<file path="src/rtl/router_controller_np.sv">
// router_controller_np: header decode and phase sequencing for one input port feeding NUM_PORTS output FIFOs.
// Latency: the state decodes, write_enb_reg, busy and drop_state are combinational from the state register (0 cycles); dest_sel follows the latched header one cycle after decode.
// Backpressure: busy stalls the source in LFD/LP/FULL/LAF/WAIT/CPE and is low in DROP_PACKET so the source drains a discarded packet.
//
// Optional feature: define ROUTER_CTRL_STATS_EN to add the pkt_count, drop_count and timeout_count outputs.
//
// Ports:
//   clock, reset        rising-edge clock, synchronous active-high reset
//   packet_valid        input packet framing
//   data_in             header address bits (LSBs of the data byte)
//   fifo_empty          per-FIFO empty flags
//   fifo_full           full flag of the currently selected FIFO
//   soft_reset          per-FIFO read-timeout soft reset (only the latched destination's bit is used)
//   parity_done         parity byte captured by the register block
//   low_packet_valid    packet_valid fell while the FIFO was full (register block)
//   detect_add .. reset_int_reg   one-hot decodes of the current state
//   write_enb_reg       FIFO write enable
//   busy                input-stall request to the source
//   drop_state          packet is being discarded
//   dest_sel            one-hot of the latched destination (all zero for an out-of-range address)
//   pkt_count, drop_count, timeout_count   saturating statistics (ROUTER_CTRL_STATS_EN only)
module router_controller_np #(
  parameter int NUM_PORTS    = 3,
  parameter int ADDR_W       = 2,
  parameter int WAIT_TIMEOUT = 256
) (
  input  logic                 clock,
  input  logic                 reset,
  input  logic                 packet_valid,
  input  logic [ADDR_W-1:0]    data_in,
  input  logic [NUM_PORTS-1:0] fifo_empty,
  input  logic                 fifo_full,
  input  logic [NUM_PORTS-1:0] soft_reset,
  input  logic                 parity_done,
  input  logic                 low_packet_valid,
  output logic                 detect_add,
  output logic                 lfd_state,
  output logic                 ld_state,
  output logic                 lp_state,
  output logic                 laf_state,
  output logic                 full_state,
  output logic                 reset_int_reg,
  output logic                 write_enb_reg,
  output logic                 busy,
  output logic                 drop_state,
  output logic [NUM_PORTS-1:0] dest_sel
`ifdef ROUTER_CTRL_STATS_EN
  ,
  output logic [15:0]          pkt_count,
  output logic [15:0]          drop_count,
  output logic [15:0]          timeout_count
`endif
);

  typedef enum logic [3:0] {
    DECODE_ADDRESS     = 4'd0,
    LOAD_FIRST_DATA    = 4'd1,
    LOAD_DATA          = 4'd2,
    LOAD_PARITY        = 4'd3,
    FIFO_FULL_STATE    = 4'd4,
    LOAD_AFTER_FULL    = 4'd5,
    WAIT_TILL_EMPTY    = 4'd6,
    CHECK_PARITY_ERROR = 4'd7,
    DROP_PACKET        = 4'd8
  } state_t;

  // With WAIT_TIMEOUT = 0 the counter is never compared, but keep it one bit wide.
  localparam int CNT_W = (WAIT_TIMEOUT > 0) ? $clog2(WAIT_TIMEOUT + 1) : 1;
  localparam logic [CNT_W-1:0] CNT_MAX  = {CNT_W{1'b1}};
  localparam logic [CNT_W-1:0] CNT_LAST = (WAIT_TIMEOUT > 0) ? CNT_W'(WAIT_TIMEOUT - 1) : '0;

  state_t              pre_state;
  state_t              next_state;
  logic [ADDR_W-1:0]   dest_reg;
  logic [CNT_W-1:0]    wait_cnt;

  logic                addr_valid;
  logic                addr_empty;
  logic                dest_empty;
  logic                dest_soft_rst;

  // Addresses at or above NUM_PORTS have no FIFO behind them.
  assign addr_valid = ({1'b0, data_in} < (ADDR_W + 1)'(NUM_PORTS));

  // Per-port flag selection by loop so that out-of-range addresses read as 0
  // instead of indexing past the end of the flag vectors.
  always_comb begin
    addr_empty    = 1'b0;
    dest_empty    = 1'b0;
    dest_soft_rst = 1'b0;
    for (int i = 0; i < NUM_PORTS; i++) begin
      if (data_in == ADDR_W'(i)) begin
        addr_empty = fifo_empty[i];
      end
      if (dest_reg == ADDR_W'(i)) begin
        dest_empty    = fifo_empty[i];
        dest_soft_rst = soft_reset[i];
      end
    end
  end

  always_comb begin
    next_state = DECODE_ADDRESS;
    case (pre_state)
      DECODE_ADDRESS: begin
        if (!packet_valid)     next_state = DECODE_ADDRESS;
        else if (!addr_valid)  next_state = DROP_PACKET;
        else if (addr_empty)   next_state = LOAD_FIRST_DATA;
        else                   next_state = WAIT_TILL_EMPTY;
      end
      LOAD_FIRST_DATA: next_state = LOAD_DATA;
      LOAD_DATA: begin
        if (fifo_full)         next_state = FIFO_FULL_STATE;
        else if (!packet_valid) next_state = LOAD_PARITY;
        else                   next_state = LOAD_DATA;
      end
      LOAD_PARITY: next_state = CHECK_PARITY_ERROR;
      CHECK_PARITY_ERROR: begin
        if (fifo_full)         next_state = FIFO_FULL_STATE;
        else                   next_state = DECODE_ADDRESS;
      end
      FIFO_FULL_STATE: begin
        if (fifo_full)         next_state = FIFO_FULL_STATE;
        else                   next_state = LOAD_AFTER_FULL;
      end
      LOAD_AFTER_FULL: begin
        if (parity_done)           next_state = DECODE_ADDRESS;
        else if (low_packet_valid) next_state = LOAD_PARITY;
        else                       next_state = LOAD_DATA;
      end
      WAIT_TILL_EMPTY: begin
        // Only the addressed FIFO matters; other ports draining is irrelevant.
        if (dest_empty)
          next_state = LOAD_FIRST_DATA;
        else if ((WAIT_TIMEOUT != 0) && (wait_cnt == CNT_LAST))
          next_state = DROP_PACKET;
        else
          next_state = WAIT_TILL_EMPTY;
      end
      DROP_PACKET: begin
        if (!packet_valid)     next_state = DECODE_ADDRESS;
        else                   next_state = DROP_PACKET;
      end
      default: next_state = DECODE_ADDRESS;
    endcase

    // A read-side timeout on our destination abandons the packet in flight.
    // DECODE_ADDRESS has nothing to abandon and DROP_PACKET must keep draining.
    if ((pre_state != DECODE_ADDRESS) && (pre_state != DROP_PACKET) && dest_soft_rst)
      next_state = DECODE_ADDRESS;
  end

  always_ff @(posedge clock) begin
    if (reset) begin
      pre_state <= DECODE_ADDRESS;
      dest_reg  <= '0;
      dest_sel  <= NUM_PORTS'(1);
      wait_cnt  <= '0;
    end else begin
      pre_state <= next_state;
      if ((pre_state == DECODE_ADDRESS) && packet_valid) begin
        dest_reg <= data_in;
        dest_sel <= NUM_PORTS'(1) << data_in;
      end
      // wait_cnt holds the number of WAIT_TILL_EMPTY cycles already spent.
      if (pre_state != WAIT_TILL_EMPTY)
        wait_cnt <= '0;
      else if (wait_cnt != CNT_MAX)
        wait_cnt <= wait_cnt + 1'b1;
    end
  end

  assign detect_add    = (pre_state == DECODE_ADDRESS);
  assign lfd_state     = (pre_state == LOAD_FIRST_DATA);
  assign ld_state      = (pre_state == LOAD_DATA);
  assign lp_state      = (pre_state == LOAD_PARITY);
  assign laf_state     = (pre_state == LOAD_AFTER_FULL);
  assign full_state    = (pre_state == FIFO_FULL_STATE);
  assign reset_int_reg = (pre_state == CHECK_PARITY_ERROR);
  assign drop_state    = (pre_state == DROP_PACKET);

  assign write_enb_reg = ld_state | laf_state | lp_state;
  assign busy          = lfd_state | lp_state | full_state | laf_state |
                         (pre_state == WAIT_TILL_EMPTY) | reset_int_reg;

`ifdef ROUTER_CTRL_STATS_EN
  logic enter_cpe;
  logic enter_drop;
  logic wait_timeout;

  assign enter_cpe    = (next_state == CHECK_PARITY_ERROR) && (pre_state != CHECK_PARITY_ERROR);
  assign enter_drop   = (next_state == DROP_PACKET) && (pre_state != DROP_PACKET);
  assign wait_timeout = (next_state == DROP_PACKET) && (pre_state == WAIT_TILL_EMPTY);

  always_ff @(posedge clock) begin
    if (reset) begin
      pkt_count     <= '0;
      drop_count    <= '0;
      timeout_count <= '0;
    end else begin
      if (enter_cpe && (pkt_count != 16'hFFFF))
        pkt_count <= pkt_count + 16'd1;
      if (enter_drop && (drop_count != 16'hFFFF))
        drop_count <= drop_count + 16'd1;
      if (wait_timeout && (timeout_count != 16'hFFFF))
        timeout_count <= timeout_count + 16'd1;
    end
  end
`endif

endmodule
</file>
<file path="config.mk">
export PLATFORM = sky130hd
export DESIGN_NAME = router_controller_np
export DESIGN_NICKNAME = d
export VERILOG_FILES = /design/src/rtl/router_controller_np.sv
export SDC_FILE = /design/constraint.sdc
export NUM_CORES = 1
export LEC_CHECK = 0
export ABC_CLOCK_PERIOD_IN_PS = 1600
export BUFFER_PORTS_ARGS = -buffer_cell sky130_fd_sc_hd__clkbuf_2
export CAP_MARGIN = 15
export CORE_AREA = 2 2 52 54
export CTS_CLUSTER_SIZE = 24
export DETAILED_ROUTE_END_ITERATION = 8
export DIE_AREA = 0 0 54 56
export PLACE_DENSITY = 0.7
export SLEW_MARGIN = 20
export SYNTH_ARGS = -nofsm -noshare
export SYNTH_HDL_FRONTEND = slang
export SYNTH_SLANG_ARGS = --single-unit
</file>
<file path="constraint.sdc">
create_clock -name clock -period 1.6 [get_ports clock]
set_input_delay 0 -clock clock [delete_from_list [all_inputs] [get_ports clock]]
set_output_delay 0 -clock clock [all_outputs]
set_load 0.005 [all_outputs]
</file>
==> results of run 1 <==
## what timing repair did
| item | 4_1_cts | 5_1_grt |
|---|---|---|
| endpoints found under the hold margin | 5 | 0 |
| resized for setup | 2 | 10 |
| pin swaps | 0 | 5 |
| hold buffers | 4 | 0 |
| setup endpoints to repair | 3 | 13 |
| buffers inserted | 0 | 1 |
## layout by cell type, fill, tap and decap left out, drive strengths merged, types with 2 or more instances in the layout
master        n
inv           6
nand2        11
ha            3
nor3          7
a21oi         7
buf          12
dfxtp        18
nor2         17
and3          2
a221oi        2
or4           2
nand2b        2
mux2          4
nor2b         3
nand3         5
xnor2         2
nand4         2
o21bai        2
xor2          6
dlygate4sd3   4
clkbuf       30
a31oi         4
and3b         2
## path summary, 6_finish.rpt
kind,startpoint,slack (ps),end
max,wait_cnt[3],50,wait_cnt[7]
min,low_packet_valid,20,pre_state[0]
max reg2reg,wait_cnt[3],50,wait_cnt[7]
min reg2reg,dest_sel[1],460,dest_sel[1]
## stage by stage
stage / total power [mW] / utilization (%) / area (µm²)
floorplan: 0.8417 / - / 1070
global placement: 0.9662 / 52.52 / 1277
detailed placement: 0.9742 / 52.52 / 1277
CTS: 1.260 / 55.86 / 1359
global route: 1.346 / 57.05 / 1388
finish: 1.250 / 57.05 / 1388
## cell type report
type | count | area, µm²
tap | 30 | 37.54
fill | 223 | 1045
clock buffer | 4 | 36.28
multi-input combinational | 97 | 663.1
sequential | 18 | 367.9
inverter | 6 | 22.52
timing repair buffer | 42 | 260.3
## power by group through the flow
stage                     Combinational, mW  Sequential (mW)  Clock, mW
after floorplan                       0.319            0.522          0
after global placement                0.407            0.559          0
after detailed placement              0.415            0.559          0
after CTS                             0.425            0.549      0.286
after global routing                  0.481            0.563      0.302
final                                 0.423            0.556      0.271
## routing by layer
layer  vias up  GRT usage [%]  wire, µm
li1        527              -         -
met1       471          20.13      1078
met2        29          28.75      1149
met3         4          2.957       121
met4         0          7.500        38
met5         -              0         0
## cell families after synthesis
group | count (synthesis) | synth area share, %
DFF | 18 | 33.92
adders and majority gates | 3 | 3.534
xor gates and xnor gates | 8 | 6.596
muxes | 5 | 5.182
buffers and inverters | 11 | 6.124
and+or+nand+nor | 61 | 31.45
AOI/OAI and AO/OA | 20 | 13.19
## critical path, cell delays in order (launching register included)
cell	delay (ps)
dfxtp_2	340
and3_4	180
nand3_2	80
nor2_2	140
ha_2	200
and3b_2	240
nand4_1	90
xor2_1	140
nor2_1	50
==> results summary, run 1 <==
The cell-internal power is 842.5 µW. The share of total power in combinational logic came out at 33.9%. The max-capacitance violation count came out at 0. The cell area after synthesis came out at 1062 µm². On the final layout, the worst clock skew is 2.256 ps. The fraction of power spent switching nets is 32.59%. More flip-flops sit in one register than any other, and that register is wait_cnt. Counting flops with a built-in enable in the synthesized netlist gives 0. Setup repair after global routing could not meet its margin everywhere. The post-detailed-placement half-perimeter wirelength is 1740 µm. The final-stage net count came out at 185. The smallest clock period supported by the final layout is computed as 1545 ps. Timing would allow up to 0.6471 GHz. The initial DRC count came out at 9. The max-slew violation total from the final report is 0. For the worst flop-to-flop path, the logic depth is 8. The critical path in this run is classified as register to register. The die covers 3024 µm².

Measured against its own limit, the worst slew margin works out to 69.28%. The most common cell in the synthesized netlist is dfxtp_1. The top-level I/O count is 27. The sequential cell fraction of total power came out at 44.5%. The area share of the largest cell type after synthesis is 33.92%. The placer congestion estimate is 0.8206. The number of warnings issued by yosys is 0.

The TritonCTS buffer count is 3. The peak supply drop came out at 0.6361 mV. In the final layout, the registers with the most flip-flops are wait_cnt (9), pre_state (4), dest_sel (3). Setup slack closes at 54.67 ps. The row count is 18. The initial antenna violation count is 0. The overall routing resource usage is 16.97%. The routed design has 2388 µm of wire. The register area share after synthesis came out at 33.92%. The layout cell share with drive strength beyond 1 came out at 38.92%.

Clock latency on the worst-skew pair, taken at its later pin, is 280 ps. The arrival time of data at the critical path endpoint is 1730 ps. The post-route worst hold slack is 23.43 ps. The power density over cell area is 900.7 nW/µm². The number of non-filler instances in the completed layout came out at 197. Timing analysis after detailed placement gives a worst setup slack of 8.516 ps. The number of distinct library cell variants in the gate-level netlist after synthesis came out at 43.

TritonCTS built the clock tree. The final setup violation count came out at 0. Once detail routing completed, the nets flagged for antenna violations numbered 0.

The worst hold path cell count came out at 3. The final sum of negative setup slack came out at 0 ps. The part of the total power dissipated in the clock network is 21.7%.

The cell count after placement came out at 188. The number of port buffers is 26. The synthesized netlist net count came out at 143. The initial core utilization came out at 43.67%.

The number of clock sinks is 18. Along the worst path, the maximum fanout reaches 3. The average cell area after synthesis came out at 8.431 µm². For this run, design rule violations remaining after detail routing come to 0.

The root buffer cell chosen for the clock tree is clkbuf_4. The commonest cells after synthesis are dfxtp_1, nor2_1, nand2_1. The longest clock path from root to sink contains 2 buffers. The global-route congestion overflow total came out at 0. The final clock period utilization by the worst path came out at 96.58%. Summing over every cut layer, the via total after detailed routing is 1031. After clock tree synthesis, the clock-pin slew on the worst setup and hold paths is 100 ps. Entering global routing, the biggest net connects 16 pins. The number of global-route vias before repair is 982. After synthesis, the cell types taking the most area are dfxtp_1, nor2_1, xor2_1.

The share of synthesized flip-flops with an asynchronous set or reset came out at 0%. The register bit total from synthesis is 18. The total count of hold-check failures in the final report came out at 0. The number of iterations in the first detailed-routing pass is 7. In the routed layout, each cell is associated on average with a via count of 5.234. The worst setup path is launched from a register. The first global-routing pass estimated 3953 µm of wire. The chip width came out at 54 µm. The switching power summed over all nets came out at 407.4 µW. In this run the worst hold path is classified as primary input to register. After floorplanning, the core was sized to cover 2432 µm².

The kind of end point of the critical path is a register. The floorplan die height is 56 µm. The synthesized instance count is 126. Data on the critical path is required at its endpoint by 1790 ps. The biggest area contributor in the post-synthesis netlist is dfxtp_1. The average routed wire per standard cell came out at 12.12 µm.

The flow ran to the end, and the final reports show no timing, DRC or antenna violations. The antenna diode instance count is 0. In the synthesized netlist the dominant register cell turns out to be dfxtp_1. The number of H-tree branching levels is 1. The standby leakage power came out at 0.5993 nW. Relative to the synthesized area, the layout overhead comes to 30.62%.

The pin slew with the least headroom to its limit is 460.1 ps. The register with the most flip-flops in the layout has 9 of them.
(Power assumes the default switching activity.)
==> inputs of run 2 (changes only) <==
Settings changed: CELL_PAD_IN_SITES_DETAIL_PLACEMENT set to 0, CELL_PAD_IN_SITES_GLOBAL_PLACEMENT set to 1, CORE_AREA 2 2 52 54 to 2 2 59 61, DIE_AREA 0 0 54 56 to 0 0 61 63, PLACE_DENSITY 0.7 to not set, PLACE_DENSITY_LB_ADDON set to 0.1.
==> run 2 against run 1 <==
Wire length is 4.0% higher. Largest power group unchanged. Sequential power grew 0.7%. Critical path type unchanged. Worst hold slack got worse by 2.5 ps. Sequential share of layout area down 0.97 points. Sequential cell count unchanged. First-iteration DRC count increased to 2.6 times the previous value. Fmax down 0.51%. Power is 1.3% higher. Core utilization decreased by 13 points. Non-clock buffer count up 2.
==> results summary, run 2 (synthesized netlist as in run 1, its figures left out) <==
The total count of hold-check failures in the final report came out at 0 (unchanged). The fill cell total of the finished layout came to 344 (+54%). The worst slew slack as a fraction of its limit came to 78.55% (+9.3 points). The number of non-filler instances in the completed layout is 215 (+9.1%). The critical path in this run is classified as register to register. The cell count after placement was 206 (+9.6%). Counting flops per register, the top entry is wait_cnt.

The remaining antenna violation count after routing was 0 (unchanged). The initial core utilization is 32.87% (-11 points). The max-slew violation total from the final report came out at 0 (unchanged).

The die area is 3843 µm² (+27%). The sequential cell area was 366.6 µm² (-0.34%). The placed cell area came to 1313 µm² (+2.7%).

The final clock period utilization by the worst path came out at 97.08% (+0.50 points). The peak-usage layer in the global routing report is met2. The number of port buffers came out at 26 (unchanged). The clock input transition at the sequential cells of the worst setup and hold paths is 100 ps (about the same). The kind of end point of the critical path is a register. The layout cell share with drive strength beyond 1 came out at 39.64% (+0.72 points). The placer congestion estimate came out at 0.8237 (+0.38%).

The insertion delay to the later sink of the worst-skew pair came to 290 ps (about the same). Relative to the synthesized area, the layout overhead comes to 35.10%. The first-pass GRT wire length was 4153 µm (+5.1%).

The global-route congestion overflow total is 0 (unchanged). The post-route cell area is 1435 µm² (+3.4%). The power density over cell area is 882.6 nW/µm² (-2.0%). The multi-input gate area in the final layout came out at 676.9 µm² (+2.1%). The floorplan die height is 63 µm (+13%). The final-stage net count is 187 (+1.1%). The required time at the worst-slack endpoint came out at 1790 ps (about the same).

The number of global-route vias before repair is 996 (+1.4%). The pin slew with the least headroom to its limit is 321.1 ps (-139.0 ps). The worst setup path is launched from a register. The pin count of the biggest net entering global routing was 12 (-4). The max-capacitance violation count is 0 (unchanged). The number of H-tree branching levels came to 1 (unchanged). The number of flip-flops under the largest register name is 9 (unchanged).

The largest fanout on the critical path came to 3 (unchanged). The average routed wire per standard cell is 11.55 µm (-4.7%). Setup repair after global routing could not meet its margin everywhere. The achievable frequency came out at 0.6438 GHz (-0.51%). The worst clock skew was 3.044 ps (+0.7889 ps). The via count was 1014 (-1.6%). The maximum number of buffers from clock root to sink came out at 2 (unchanged). The initial DRC count is 23 (+14). The largest registers in the layout are wait_cnt (9), pre_state (4), dest_sel (3). The floorplan core area came out at 3232 µm² (+33%). The final routed wirelength across all metal layers was 2483 µm (+4.0%). The standby leakage power is 0.6120 nW (+2.1%). The kind of path behind the tightest hold check is primary input to register. The antenna diode instance count came out at 0 (unchanged). The run finished with clean final reports. The most frequent standard cell in the layout excluding fill and tap cells is clkbuf_2. The post-detailed-placement half-perimeter wirelength is 1898 µm (+9.1%). The number of clock sinks came out at 18 (unchanged). The final core utilization came out at 44.41% (-13 points).

TritonCTS built the clock tree. The final sum of negative setup slack was 0 ps (unchanged). The peak supply drop came out at 0.3810 mV (-40%). The met3 routing resource usage after global routing is 1.863% (-1.1 points). The top-level I/O count is 27 (unchanged). The global routing met1 resource utilization is 17.93% (-2.2 points). The post-route total power is 1.267 mW (+1.3%). The overall routing resource usage came to 13.88% (-3.1 points). The chip width came to 61 µm (+13%).

CTS placed an instance of clkbuf_4 at the clock tree root. The post-route DRC violation count came out at 0 (unchanged). The final setup violation count is 0 (unchanged). The arrival time of data at the critical path endpoint was 1740 ps (about the same). In the layout the commonest cells are clkbuf_2, buf_4, nor2_1, dfxtp_1, nand2_1. The initial antenna violation count came out at 0 (unchanged). The met2 usage came out at 22.98% (-5.8 points). The row count came out at 21 (+3). The per-cell via count in the routed design is 4.716 (-9.9%). The TritonCTS buffer count is 3 (unchanged). The number of iterations in the first detailed-routing pass is 3 (-4). The clock period minus final worst setup slack is 1553 ps (+8.000 ps).
==> run 2: layout make-up <==
type / count / area share, %
Multi-Input combinational cell: 97 / 47.17
Inverter: 6 / 1.569
Sequential cell: 18 / 25.54
Tap cell: 46 / 4.010
Timing Repair Buffer: 44 / 19.18
Clock buffer: 4 / 2.528
==> run 2: metal layers <==
metal	vias up	routed length, µm
li1	530	-
met1	469	1158
met2	13	1228
met3	2	82
met4	0	13
met5	-	0
==> run 2: final timing paths <==
| path | slack, ps | from | end | depth (start not counted) |
|---|---|---|---|---|
| max | 50 | wait_cnt[4] | wait_cnt[5] | 8 |
| min reg2reg | 460 | dest_sel[2] | dest_sel[2] | 2 |
| max reg2reg | 50 | wait_cnt[4] | wait_cnt[5] | 8 |
| min | 20 | low_packet_valid | pre_state[0] | 3 |
==> run 2: critical path: stages, from the launching register on <==
cell	delay [ps]
dfxtp_2	340
and3_4	190
nand3_2	70
nor2_2	140
ha_2	200
and3b_2	240
nand2_2	70
xor2_1	150
nor2_1	50
==> run 2: power breakdown <==
| part | switching [mW] | total [mW] | internal, mW |
|---|---|---|---|
| clock | 0.139 | 0.278 | 0.139 |
| combinational | 0.214 | 0.429 | 0.215 |
| sequential | 0.0707 | 0.560 | 0.489 |
==> run 2: what timing repair did <==
| action | 4_1_cts | 5_1_grt |
|---|---|---|
| hold buffers | 4 | 0 |
| endpoints found under the setup margin | 2 | 13 |
| endpoints found under the hold margin | 5 | 0 |
| setup buffers | 0 | 1 |
| pin swaps | 0 | 6 |
| gates resized for setup | 1 | 12 |
==> run 2: stage by stage <==
stage	hold slack, ps	setup slack, ps
floorplan	69.07	6.094
global placement	293.5	16.84
detailed placement	296.7	-8.729
CTS	10.46	14.50
global route	48.75	-51.39
finish	20.90	46.67
